File: src/rtl/eth_pkg.sv
// Shared Ethernet constants, rx framer state encoding and status bit indices.
// Also carries the bit-reversal helper used by the CRC logic.
package eth_pkg;

    localparam logic [31:0] CRC32_POLY    = 32'h04C1_1DB7;
    localparam logic [31:0] CRC32_INIT    = 32'hFFFF_FFFF;
    localparam logic [31:0] CRC32_RESIDUE = 32'hC704_DD7B;

    localparam logic [3:0] PREAMBLE_NIB = 4'h5;
    localparam logic [3:0] SFD_NIB      = 4'hD;

    localparam int unsigned ERR_W       = 5;
    localparam int unsigned ERR_CRC     = 0;
    localparam int unsigned ERR_RUNT    = 1;
    localparam int unsigned ERR_GIANT   = 2;
    localparam int unsigned ERR_RXER    = 3;
    localparam int unsigned ERR_DRIBBLE = 4;

    typedef enum logic [1:0] {
        RX_IDLE     = 2'd0,
        RX_PREAMBLE = 2'd1,
        RX_DATA     = 2'd2,
        RX_DROP     = 2'd3
    } rx_state_e;

    function automatic logic [31:0] reflect32(input logic [31:0] v);
        logic [31:0] r;
        for (int i = 0; i < 32; i++) begin
            r[i] = v[31-i];
        end
        return r;
    endfunction

endpackage

File: src/rtl/mii_rx_framer_if.sv
// PHY-side MII receive pins plus the framed byte stream and per-frame status.
// slave = framer side, master = PHY/consumer side.
interface mii_rx_framer_if #(
    parameter int unsigned LEN_W = 11
);
    logic                        mii_rxdv;
    logic [3:0]                  mii_rxd;
    logic                        mii_rxer;
    logic                        out_valid;
    logic [7:0]                  out_data;
    logic                        out_sof;
    logic                        out_eof;
    logic                        frame_done;
    logic                        frame_ok;
    logic [LEN_W-1:0]            frame_len;
    logic [eth_pkg::ERR_W-1:0]   err_flags;

    modport master (
        output mii_rxdv, mii_rxd, mii_rxer,
        input  out_valid, out_data, out_sof, out_eof,
        input  frame_done, frame_ok, frame_len, err_flags
    );

    modport slave (
        input  mii_rxdv, mii_rxd, mii_rxer,
        output out_valid, out_data, out_sof, out_eof,
        output frame_done, frame_ok, frame_len, err_flags
    );
endinterface

File: src/rtl/crc32_d8.sv
// Combinational reflected CRC32 update by one byte (LSB first); shared with the tx FCS path.
module crc32_d8
    import eth_pkg::*;
(
    input  logic [31:0] crc_in,
    input  logic [7:0]  data,
    output logic [31:0] crc_out
);

    localparam logic [31:0] POLY_R = reflect32(CRC32_POLY);

    logic [31:0] w_c;

    always_comb begin
        w_c = crc_in ^ {24'h0, data};
        for (int i = 0; i < 8; i++) begin
            w_c = w_c[0] ? ((w_c >> 1) ^ POLY_R) : (w_c >> 1);
        end
    end

    assign crc_out = w_c;

endmodule

File: src/rtl/mii_rx_framer.sv
// MII receive framer: strips preamble/SFD, packs nibbles into bytes behind a one-byte
// hold register, and reports CRC/length/error status at each frame end.
module mii_rx_framer
    import eth_pkg::*;
#(
    parameter int unsigned MIN_FRAME_BYTES = 64,
    parameter int unsigned MAX_FRAME_BYTES = 1518,
    parameter int unsigned LEN_W           = 11
) (
    input  logic           clk,
    input  logic           reset_n,
    mii_rx_framer_if.slave bus
);

    localparam logic [LEN_W-1:0] LEN_ONE = LEN_W'(1);
    localparam logic [LEN_W-1:0] LEN_MIN = LEN_W'(MIN_FRAME_BYTES);
    localparam logic [LEN_W-1:0] LEN_MAX = LEN_W'(MAX_FRAME_BYTES);
    localparam logic [LEN_W-1:0] LEN_SAT = LEN_W'(MAX_FRAME_BYTES + 1);

    logic             r_rxdv, r_rxer;
    logic [3:0]       r_rxd;
    rx_state_e        r_state, w_state_next;

    logic             r_phase, w_phase;
    logic [3:0]       r_lo, w_lo;
    logic [7:0]       r_hold, w_hold;
    logic             r_have_hold, w_have_hold;
    logic [LEN_W-1:0] r_len, w_len;
    logic [31:0]      r_crc, w_crc;
    logic             r_rxer_seen, w_rxer_seen;

    logic             r_out_valid, w_out_valid;
    logic [7:0]       r_out_data, w_out_data;
    logic             r_out_sof, w_out_sof;
    logic             r_out_eof, w_out_eof;
    logic             r_frame_done, w_frame_done;
    logic             r_frame_ok, w_frame_ok;
    logic [LEN_W-1:0] r_frame_len, w_frame_len;
    logic [ERR_W-1:0] r_err_flags, w_err_flags;
    logic [ERR_W-1:0] w_flags;

    logic [7:0]       w_byte;
    logic [31:0]      w_crc_byte;
    logic             w_in_data, w_byte_done, w_giant, w_end, w_start;

    // Pins are sampled without reset so DROP sees the live rxdv as soon as reset lifts.
    always_ff @(posedge clk) begin
        r_rxdv <= bus.mii_rxdv;
        r_rxd  <= bus.mii_rxd;
        r_rxer <= bus.mii_rxer;
    end

    assign w_byte      = {r_rxd, r_lo};
    assign w_in_data   = (r_state == RX_DATA);
    assign w_byte_done = w_in_data && r_rxdv && r_phase;
    assign w_giant     = w_byte_done && (r_len == LEN_MAX);
    assign w_end       = w_in_data && !r_rxdv;
    assign w_start     = (r_state == RX_PREAMBLE) && r_rxdv && !r_rxer && (r_rxd == SFD_NIB);

    crc32_d8 u_crc32_d8 (
        .crc_in  (r_crc),
        .data    (w_byte),
        .crc_out (w_crc_byte)
    );

    always_ff @(posedge clk) begin
        if (!reset_n) r_state <= RX_DROP;
        else          r_state <= w_state_next;
    end

    always_comb begin
        w_state_next = r_state;
        case (r_state)
            RX_IDLE: begin
                if (r_rxdv) w_state_next = (r_rxd == PREAMBLE_NIB) ? RX_PREAMBLE : RX_DROP;
            end
            RX_PREAMBLE: begin
                if (!r_rxdv)                  w_state_next = RX_IDLE;
                else if (r_rxer)              w_state_next = RX_DROP;
                else if (r_rxd == SFD_NIB)    w_state_next = RX_DATA;
                else if (r_rxd != PREAMBLE_NIB) w_state_next = RX_DROP;
            end
            RX_DATA: begin
                if (!r_rxdv)      w_state_next = RX_IDLE;
                else if (w_giant) w_state_next = RX_DROP;
            end
            default: begin
                if (!r_rxdv) w_state_next = RX_IDLE;
            end
        endcase
    end

    always_comb begin
        w_phase      = r_phase;
        w_lo         = r_lo;
        w_hold       = r_hold;
        w_have_hold  = r_have_hold;
        w_len        = r_len;
        w_crc        = r_crc;
        w_rxer_seen  = r_rxer_seen;
        w_out_valid  = 1'b0;
        w_out_data   = r_out_data;
        w_out_sof    = 1'b0;
        w_out_eof    = 1'b0;
        w_frame_done = 1'b0;
        w_frame_ok   = r_frame_ok;
        w_frame_len  = r_frame_len;
        w_err_flags  = r_err_flags;
        w_flags      = '0;

        if (w_start) begin
            w_phase     = 1'b0;
            w_have_hold = 1'b0;
            w_len       = '0;
            w_crc       = CRC32_INIT;
            w_rxer_seen = 1'b0;
        end

        if (w_in_data && r_rxdv) begin
            if (r_rxer) w_rxer_seen = 1'b1;
            if (!r_phase) begin
                w_lo    = r_rxd;
                w_phase = 1'b1;
            end else begin
                w_phase = 1'b0;
                w_crc   = w_crc_byte;
                // Each completed byte pushes the previously held one downstream.
                if (r_have_hold) begin
                    w_out_valid = 1'b1;
                    w_out_data  = r_hold;
                    w_out_sof   = (r_len == LEN_ONE);
                end
                w_hold      = w_byte;
                w_have_hold = 1'b1;
                w_len       = (r_len == LEN_SAT) ? r_len : r_len + LEN_ONE;
                if (w_giant) begin
                    w_out_eof          = 1'b1;
                    w_frame_done       = 1'b1;
                    w_have_hold        = 1'b0;
                    w_flags[ERR_GIANT] = 1'b1;
                    w_flags[ERR_RXER]  = r_rxer_seen || r_rxer;
                    w_err_flags        = w_flags;
                    w_frame_ok         = 1'b0;
                    w_frame_len        = LEN_MAX;
                end
            end
        end

        if (w_end) begin
            w_frame_done = 1'b1;
            w_have_hold  = 1'b0;
            if (r_have_hold) begin
                w_out_valid = 1'b1;
                w_out_data  = r_hold;
                w_out_sof   = (r_len == LEN_ONE);
                w_out_eof   = 1'b1;
            end
            // The register holds the reflected residue; compare in transmitted bit order.
            w_flags[ERR_CRC]     = (reflect32(r_crc) != CRC32_RESIDUE);
            w_flags[ERR_RUNT]    = (r_len < LEN_MIN);
            w_flags[ERR_RXER]    = r_rxer_seen;
            w_flags[ERR_DRIBBLE] = r_phase;
            w_err_flags          = w_flags;
            w_frame_ok           = (w_flags == '0);
            w_frame_len          = r_len;
        end
    end

    always_ff @(posedge clk) begin
        if (!reset_n) begin
            r_phase      <= 1'b0;
            r_lo         <= '0;
            r_hold       <= '0;
            r_have_hold  <= 1'b0;
            r_len        <= '0;
            r_crc        <= CRC32_INIT;
            r_rxer_seen  <= 1'b0;
            r_out_valid  <= 1'b0;
            r_out_data   <= '0;
            r_out_sof    <= 1'b0;
            r_out_eof    <= 1'b0;
            r_frame_done <= 1'b0;
            r_frame_ok   <= 1'b0;
            r_frame_len  <= '0;
            r_err_flags  <= '0;
        end else begin
            r_phase      <= w_phase;
            r_lo         <= w_lo;
            r_hold       <= w_hold;
            r_have_hold  <= w_have_hold;
            r_len        <= w_len;
            r_crc        <= w_crc;
            r_rxer_seen  <= w_rxer_seen;
            r_out_valid  <= w_out_valid;
            r_out_data   <= w_out_data;
            r_out_sof    <= w_out_sof;
            r_out_eof    <= w_out_eof;
            r_frame_done <= w_frame_done;
            r_frame_ok   <= w_frame_ok;
            r_frame_len  <= w_frame_len;
            r_err_flags  <= w_err_flags;
        end
    end

    assign bus.out_valid  = r_out_valid;
    assign bus.out_data   = r_out_data;
    assign bus.out_sof    = r_out_sof;
    assign bus.out_eof    = r_out_eof;
    assign bus.frame_done = r_frame_done;
    assign bus.frame_ok   = r_frame_ok;
    assign bus.frame_len  = r_frame_len;
    assign bus.err_flags  = r_err_flags;

endmodule

File: src/flat_wrapper.sv
// flat-port wrapper written by rule: the top's interface ports become plain ports
module mii_rx_framer_flat import eth_pkg::*;
#(
    parameter int unsigned MIN_FRAME_BYTES = 64,
    parameter int unsigned MAX_FRAME_BYTES = 1518,
    parameter int unsigned LEN_W           = 11
)
  (clk, reset_n, bus_mii_rxdv, bus_mii_rxd, bus_mii_rxer, bus_out_valid, bus_out_data, bus_out_sof, bus_out_eof, bus_frame_done, bus_frame_ok, bus_frame_len, bus_err_flags);
  mii_rx_framer_if #(.LEN_W(LEN_W)) bus_i ();
  input  logic clk;
  input  logic reset_n;
  input wire logic [$bits(bus_i.mii_rxdv)-1:0] bus_mii_rxdv;
  input wire logic [$bits(bus_i.mii_rxd)-1:0] bus_mii_rxd;
  input wire logic [$bits(bus_i.mii_rxer)-1:0] bus_mii_rxer;
  output wire logic [$bits(bus_i.out_valid)-1:0] bus_out_valid;
  output wire logic [$bits(bus_i.out_data)-1:0] bus_out_data;
  output wire logic [$bits(bus_i.out_sof)-1:0] bus_out_sof;
  output wire logic [$bits(bus_i.out_eof)-1:0] bus_out_eof;
  output wire logic [$bits(bus_i.frame_done)-1:0] bus_frame_done;
  output wire logic [$bits(bus_i.frame_ok)-1:0] bus_frame_ok;
  output wire logic [$bits(bus_i.frame_len)-1:0] bus_frame_len;
  output wire logic [$bits(bus_i.err_flags)-1:0] bus_err_flags;
  assign bus_i.mii_rxdv = bus_mii_rxdv;
  assign bus_i.mii_rxd = bus_mii_rxd;
  assign bus_i.mii_rxer = bus_mii_rxer;
  assign bus_out_valid = bus_i.out_valid;
  assign bus_out_data = bus_i.out_data;
  assign bus_out_sof = bus_i.out_sof;
  assign bus_out_eof = bus_i.out_eof;
  assign bus_frame_done = bus_i.frame_done;
  assign bus_frame_ok = bus_i.frame_ok;
  assign bus_frame_len = bus_i.frame_len;
  assign bus_err_flags = bus_i.err_flags;
  mii_rx_framer #(.MIN_FRAME_BYTES(MIN_FRAME_BYTES), .MAX_FRAME_BYTES(MAX_FRAME_BYTES), .LEN_W(LEN_W)) u_core (.clk(clk), .reset_n(reset_n), .bus(bus_i));
endmodule
File: config.mk
export PLATFORM = sky130hd
export DESIGN_NAME = mii_rx_framer_flat
export DESIGN_NICKNAME = d
export VERILOG_FILES = /design/src/rtl/eth_pkg.sv /design/src/rtl/mii_rx_framer_if.sv /design/src/rtl/crc32_d8.sv /design/src/rtl/mii_rx_framer.sv /design/src/flat_wrapper.sv
export SDC_FILE = /design/constraint.sdc
export NUM_CORES = 1
export LEC_CHECK = 0
export CAP_MARGIN = 20
export CELL_PAD_IN_SITES_DETAIL_PLACEMENT = 1
export CELL_PAD_IN_SITES_GLOBAL_PLACEMENT = 2
export CORE_ASPECT_RATIO = 0.9
export CORE_MARGIN = 1.5
export CORE_UTILIZATION = 36
export DETAILED_ROUTE_END_ITERATION = 10
export PLACE_DENSITY_LB_ADDON = 0.1
export SLEW_MARGIN = 10
export SYNTH_ARGS = -nofsm -noshare
export SYNTH_HDL_FRONTEND = slang
export SYNTH_SLANG_ARGS = --single-unit
File: constraint.sdc
create_clock -name clk -period 2.6 [get_ports clk]
set_clock_uncertainty 0.2 [all_clocks]
set_input_delay 0.65 -clock clk [delete_from_list [all_inputs] [get_ports clk]]
set_output_delay 0.65 -clock clk [all_outputs]
set_load 0.02 [all_outputs]
==> impl_table.tex <==
\begin{tabular}{lr}
\hline
Metric & Value \\
\hline
\multicolumn{2}{l}{\textbf{Synth}} \\
Count of state elements after synthesis & 95 \\
Number of flops mapped to enable cells by yosys & 0 \\
Number of warnings issued by yosys & 0 \\
Mean area per synthesized cell & 9.25 µm² \\
Number of instances in the synthesized netlist & 473 \\
Share of synthesized area occupied by flip-flops and latches & 0.435 \\
Area leader, netlist & dfxtp\_1 \\
Post-Synthesis Net Count & 484 \\
Fraction of synthesized cell area taken by the top area cell type & 0.435 \\
Top FF cell, synth & dfxtp\_1 \\
Area contributors post-synth & dfxtp\_1 43\%, xnor2\_1 6.6\%, nand2\_1 6.3\%, a21oi\_1 4.2\%, o211ai\_1 3.1\% \\
Number of distinct library cells after synthesis & 47 \\
Fraction of synthesis flops using an asynchronous set or reset pin & 0 \\
Post-Synthesis Cell Area & 0.00438 mm² \\
\multicolumn{2}{l}{\textbf{Drt}} \\
Wire length reported by the detailed router & 12000 µm \\
Number of optimization iterations in the first detailed-route pass & 4 \\
Total DRC errors in the routed layout & 0 \\
Routed via count divided by cell count & 5.23 \\
ANT nets after route & 0 \\
Average wire per cell in the routed design & 17.7 µm \\
Total vias in the final route & 3540 \\
Number of DRC markers after the initial detailed-route iteration & 158 \\
\multicolumn{2}{l}{\textbf{Place}} \\
Final HPWL from detailed placement & 8510 µm \\
Final weighted congestion in routability-driven placement & around 0.80 \\
Buffers on Ports & 36 \\
Worst Setup Slack post-DPL & between 0.3 and 0.4 ns \\
\multicolumn{2}{l}{\textbf{STA}} \\
Count of endpoints failing hold in the final timing report & 0 \\
Post-route setup TNS & 0 ns \\
Fin worst setup slack & 0.401 ns \\
Number of endpoints failing setup at the final stage & 0 \\
Fmax & 455 MHz \\
Max-slew violation count & 0 \\
Final Cycle Share & 0.846 \\
RSZ-0062 raised after global routing & no \\
Tightest Pin Transition & 0.757 ns \\
Rel. slew slack & 0.492 \\
Final critical path time including I/O delays and setup & 2.20 ns \\
\multicolumn{2}{l}{\textbf{Die}} \\
Initial Utilization & 0.367 \\
Die area & between 0.01 and 0.015 mm² \\
Standard-cell rows & 38 \\
Core Area & 0.0119 mm² \\
Vertical die dimension & 108 µm \\
Number of top-level design ports & 37 \\
Die outline width & about 120 µm \\
\multicolumn{2}{l}{\textbf{Worst setup path}} \\
Endpoint required time on the critical path & 2.61 ns \\
CP max stage delay & 0.62 ns \\
Terminus of the critical flop-to-flop path & u\_core.r\_crc[25] \\
Type of origin of the critical path & flop \\
Arr. time, crit path & $\sim$2.2 ns \\
CP max FO & 4 \\
Worst reg-to-reg setup slack & 0.40 ns \\
Capturing element of the worst setup path & u\_core.r\_crc[25] \\
CP most frequent cell & xnor2\_1 \\
Cell chain of the critical path & xnor2\_1 > buf\_4 > xnor2\_1 > xnor2\_1 > nor3b\_1 > a221oi\_1 \\
Cell at the slowest stage of the critical path & xnor2\_1 \\
R2r startpoint & u\_core.r\_lo[3] \\
Setup CP Type & reg2reg \\
Nature of the critical path endpoint & flop \\
Worst reg2reg path depth & 6 \\
Critical path launch point & u\_core.r\_lo[3] \\
\multicolumn{2}{l}{\textbf{Finish}} \\
Number of nets in the layout & 524 \\
Antenna cell count & 0 \\
Leading cell types in the layout, fill and taps excluded & 95 x dfxtp\_1, 73 x nand2\_1, 37 x a21oi\_1, 36 x clkdlybuf4s50\_1, 35 x nor2\_1 \\
Final core utilization & 0.445 \\
Leading cell type in the layout, fill and taps excluded & dfxtp\_1 \\
Layout Area Growth over Synthesis & 21.5\% \\
Number of filler instances in the final layout & 1384 \\
Share of post-route cells with drive strength above 1 & 0.0986 \\
\multicolumn{2}{l}{\textbf{Pwr}} \\
Power after layout & 0.00331 W \\
Peak ir drop on the vdd network & 370 µV \\
Leakage power figure & a little over 2 nW \\
Power density over the cells & 624 mW/mm² \\
\multicolumn{2}{l}{\textbf{GRT}} \\
Total track usage & 0.200 \\
Wire length of the first global-routing pass & 19800 µm \\
Largest net degree at the start of global routing & 59 \\
Vias in the first global route & 3621 \\
Initial antenna violation count & 0 \\
Global-route congestion overflow total & 0 \\
\multicolumn{2}{l}{\textbf{Clock tree}} \\
Number of CTS-inserted buffers & 9 \\
Insertion delay to the later sink of the worst-skew pair & 0.35 ns \\
Post-CTS setup-driven buffer insertion count & 0 \\
Number of levels in the clock H-tree & 3 \\
PostCTS Resize Cnt & 0 \\
CTS tree & built \\
Master cell of the clock root buffer & clkbuf\_16 \\
Clock Pin Slew Worst Setup and Hold Paths & approximately 0.06 ns \\
Cts-stage hold buffer count & 0 \\
Maximum clock path buffer count & 2 \\
CTS Sinks & 95 \\
\multicolumn{2}{l}{\textbf{Min path}} \\
Class of the worst hold path & reg2reg \\
\multicolumn{2}{l}{\textbf{Flow run}} \\
Max-cap violations & 0 \\
\multicolumn{2}{l}{\textbf{Status}} \\
Run status & completed \\
\hline
\end{tabular}
[critical path: cells and delay by family (launching register included)]
kind / cells / cell delay, ns
DFF: 1 / 0.34
AOI/OAI and AO/OA: 1 / 0.07
buffers and inverters: 1 / 0.17
and+or+nand+nor: 1 / 0.25
xor gates and xnor gates: 3 / 1.02
[state kept, by name (all words and copies together), names as in the netlist]
name	count
u_core.r_state	2
u_core.r_crc	32
u_core.bus.err_flags	5
u_core.bus.out_eof	1
u_core.bus.out_valid	1
u_core.r_lo	4
u_core.bus.frame_done	1
u_core.r_phase	1
u_core.bus.out_sof	1
u_core.r_rxdv	1
u_core.r_len	11
u_core.r_rxer	1
u_core.bus.out_data	8
u_core.r_hold	8
u_core.r_rxd	4
u_core.bus.frame_len	11
u_core.bus.frame_ok	1
u_core.r_rxer_seen	1
u_core.r_have_hold	1
[cell families (layout without fill, tap and decap cells)]
kind of cell / after synthesis / in the layout / share of synthesized area
fa+ha+maj: 3 / 3 / 0.00858
simple gates: 163 / 163 / 0.176
mux: 8 / 8 / 0.0183
compound gates: 105 / 105 / 0.146
xor+xnor: 66 / 66 / 0.187
buf+inv: 33 / 77 / 0.0289
flops: 95 / 95 / 0.435
[cell type report]
type / count / area, µm² / area share
clock buffers: 10 / 229 / 0.0431
clock inverters: 5 / 83.8 / 0.0158
inverters: 4 / 15.0 / 0.00282
multi-input cells: 345 / 2350 / 0.442
flip-flops and latches: 95 / 1900 / 0.358
well taps: 160 / 200 / 0.0377
repair buffers: 58 / 538 / 0.101
[through the flow]
step	std cells	area, µm²	hold slack (ns)
finish	677	5320	0.263
global route	677	5320	0.293
CTS	676	5310	0.261
detailed placement	661	4990	0.252
global placement	661	4990	0.245
floorplan	473	4380	0.236
[layer usage]
metal / vias up / wire, µm / global-route usage
met5: - / 0 / 0
met4: 0 / 101 / 0.0499
met3: 8 / 385 / 0.0461
met2: 41 / 5360 / 0.313
met1: 1761 / 6130 / 0.280
li1: 1730 / - / -
[cell usage after synthesis (4+ instances only)]
library cell	instances
mux2i_1	8
nand4b_1	6
o22ai_1	10
clkbuf_1	26
o211ai_1	18
dfxtp_1	95
nor4_1	4
nor3_1	6
xor3_1	5
nand3_1	16
a31oi_1	5
xor2_1	14
xnor2_1	33
nor2_1	35
a21oi_1	37
nand2_1	73
o21ai_0	22
xnor2_2	7
xnor3_1	4
[power by group]
group	internal [W]	switching, W	total (W)
clock network	0.000839	0.000570	0.00141
logic	0.000197	0.000196	0.000392
registers	0.00148	0.0000305	0.00151
total	0.00252	0.000796	0.00331
[worst min path at each step]
stage                                       start  slack, ns                      end  cells past startpoint
after detailed placement  u_core.bus.err_flags[2]       0.25  u_core.bus.err_flags[2]                      2
after CTS                 u_core.bus.err_flags[2]       0.26  u_core.bus.err_flags[2]                      2
after global routing      u_core.bus.err_flags[4]       0.29  u_core.bus.err_flags[4]                      2
after floorplan                  u_core.r_hold[0]       0.24         u_core.r_hold[0]                      2
final                            u_core.r_hold[7]       0.26         u_core.r_hold[7]                      2
after global placement    u_core.bus.err_flags[2]       0.24  u_core.bus.err_flags[2]                      2
Power figures use the tool's default switching activity.
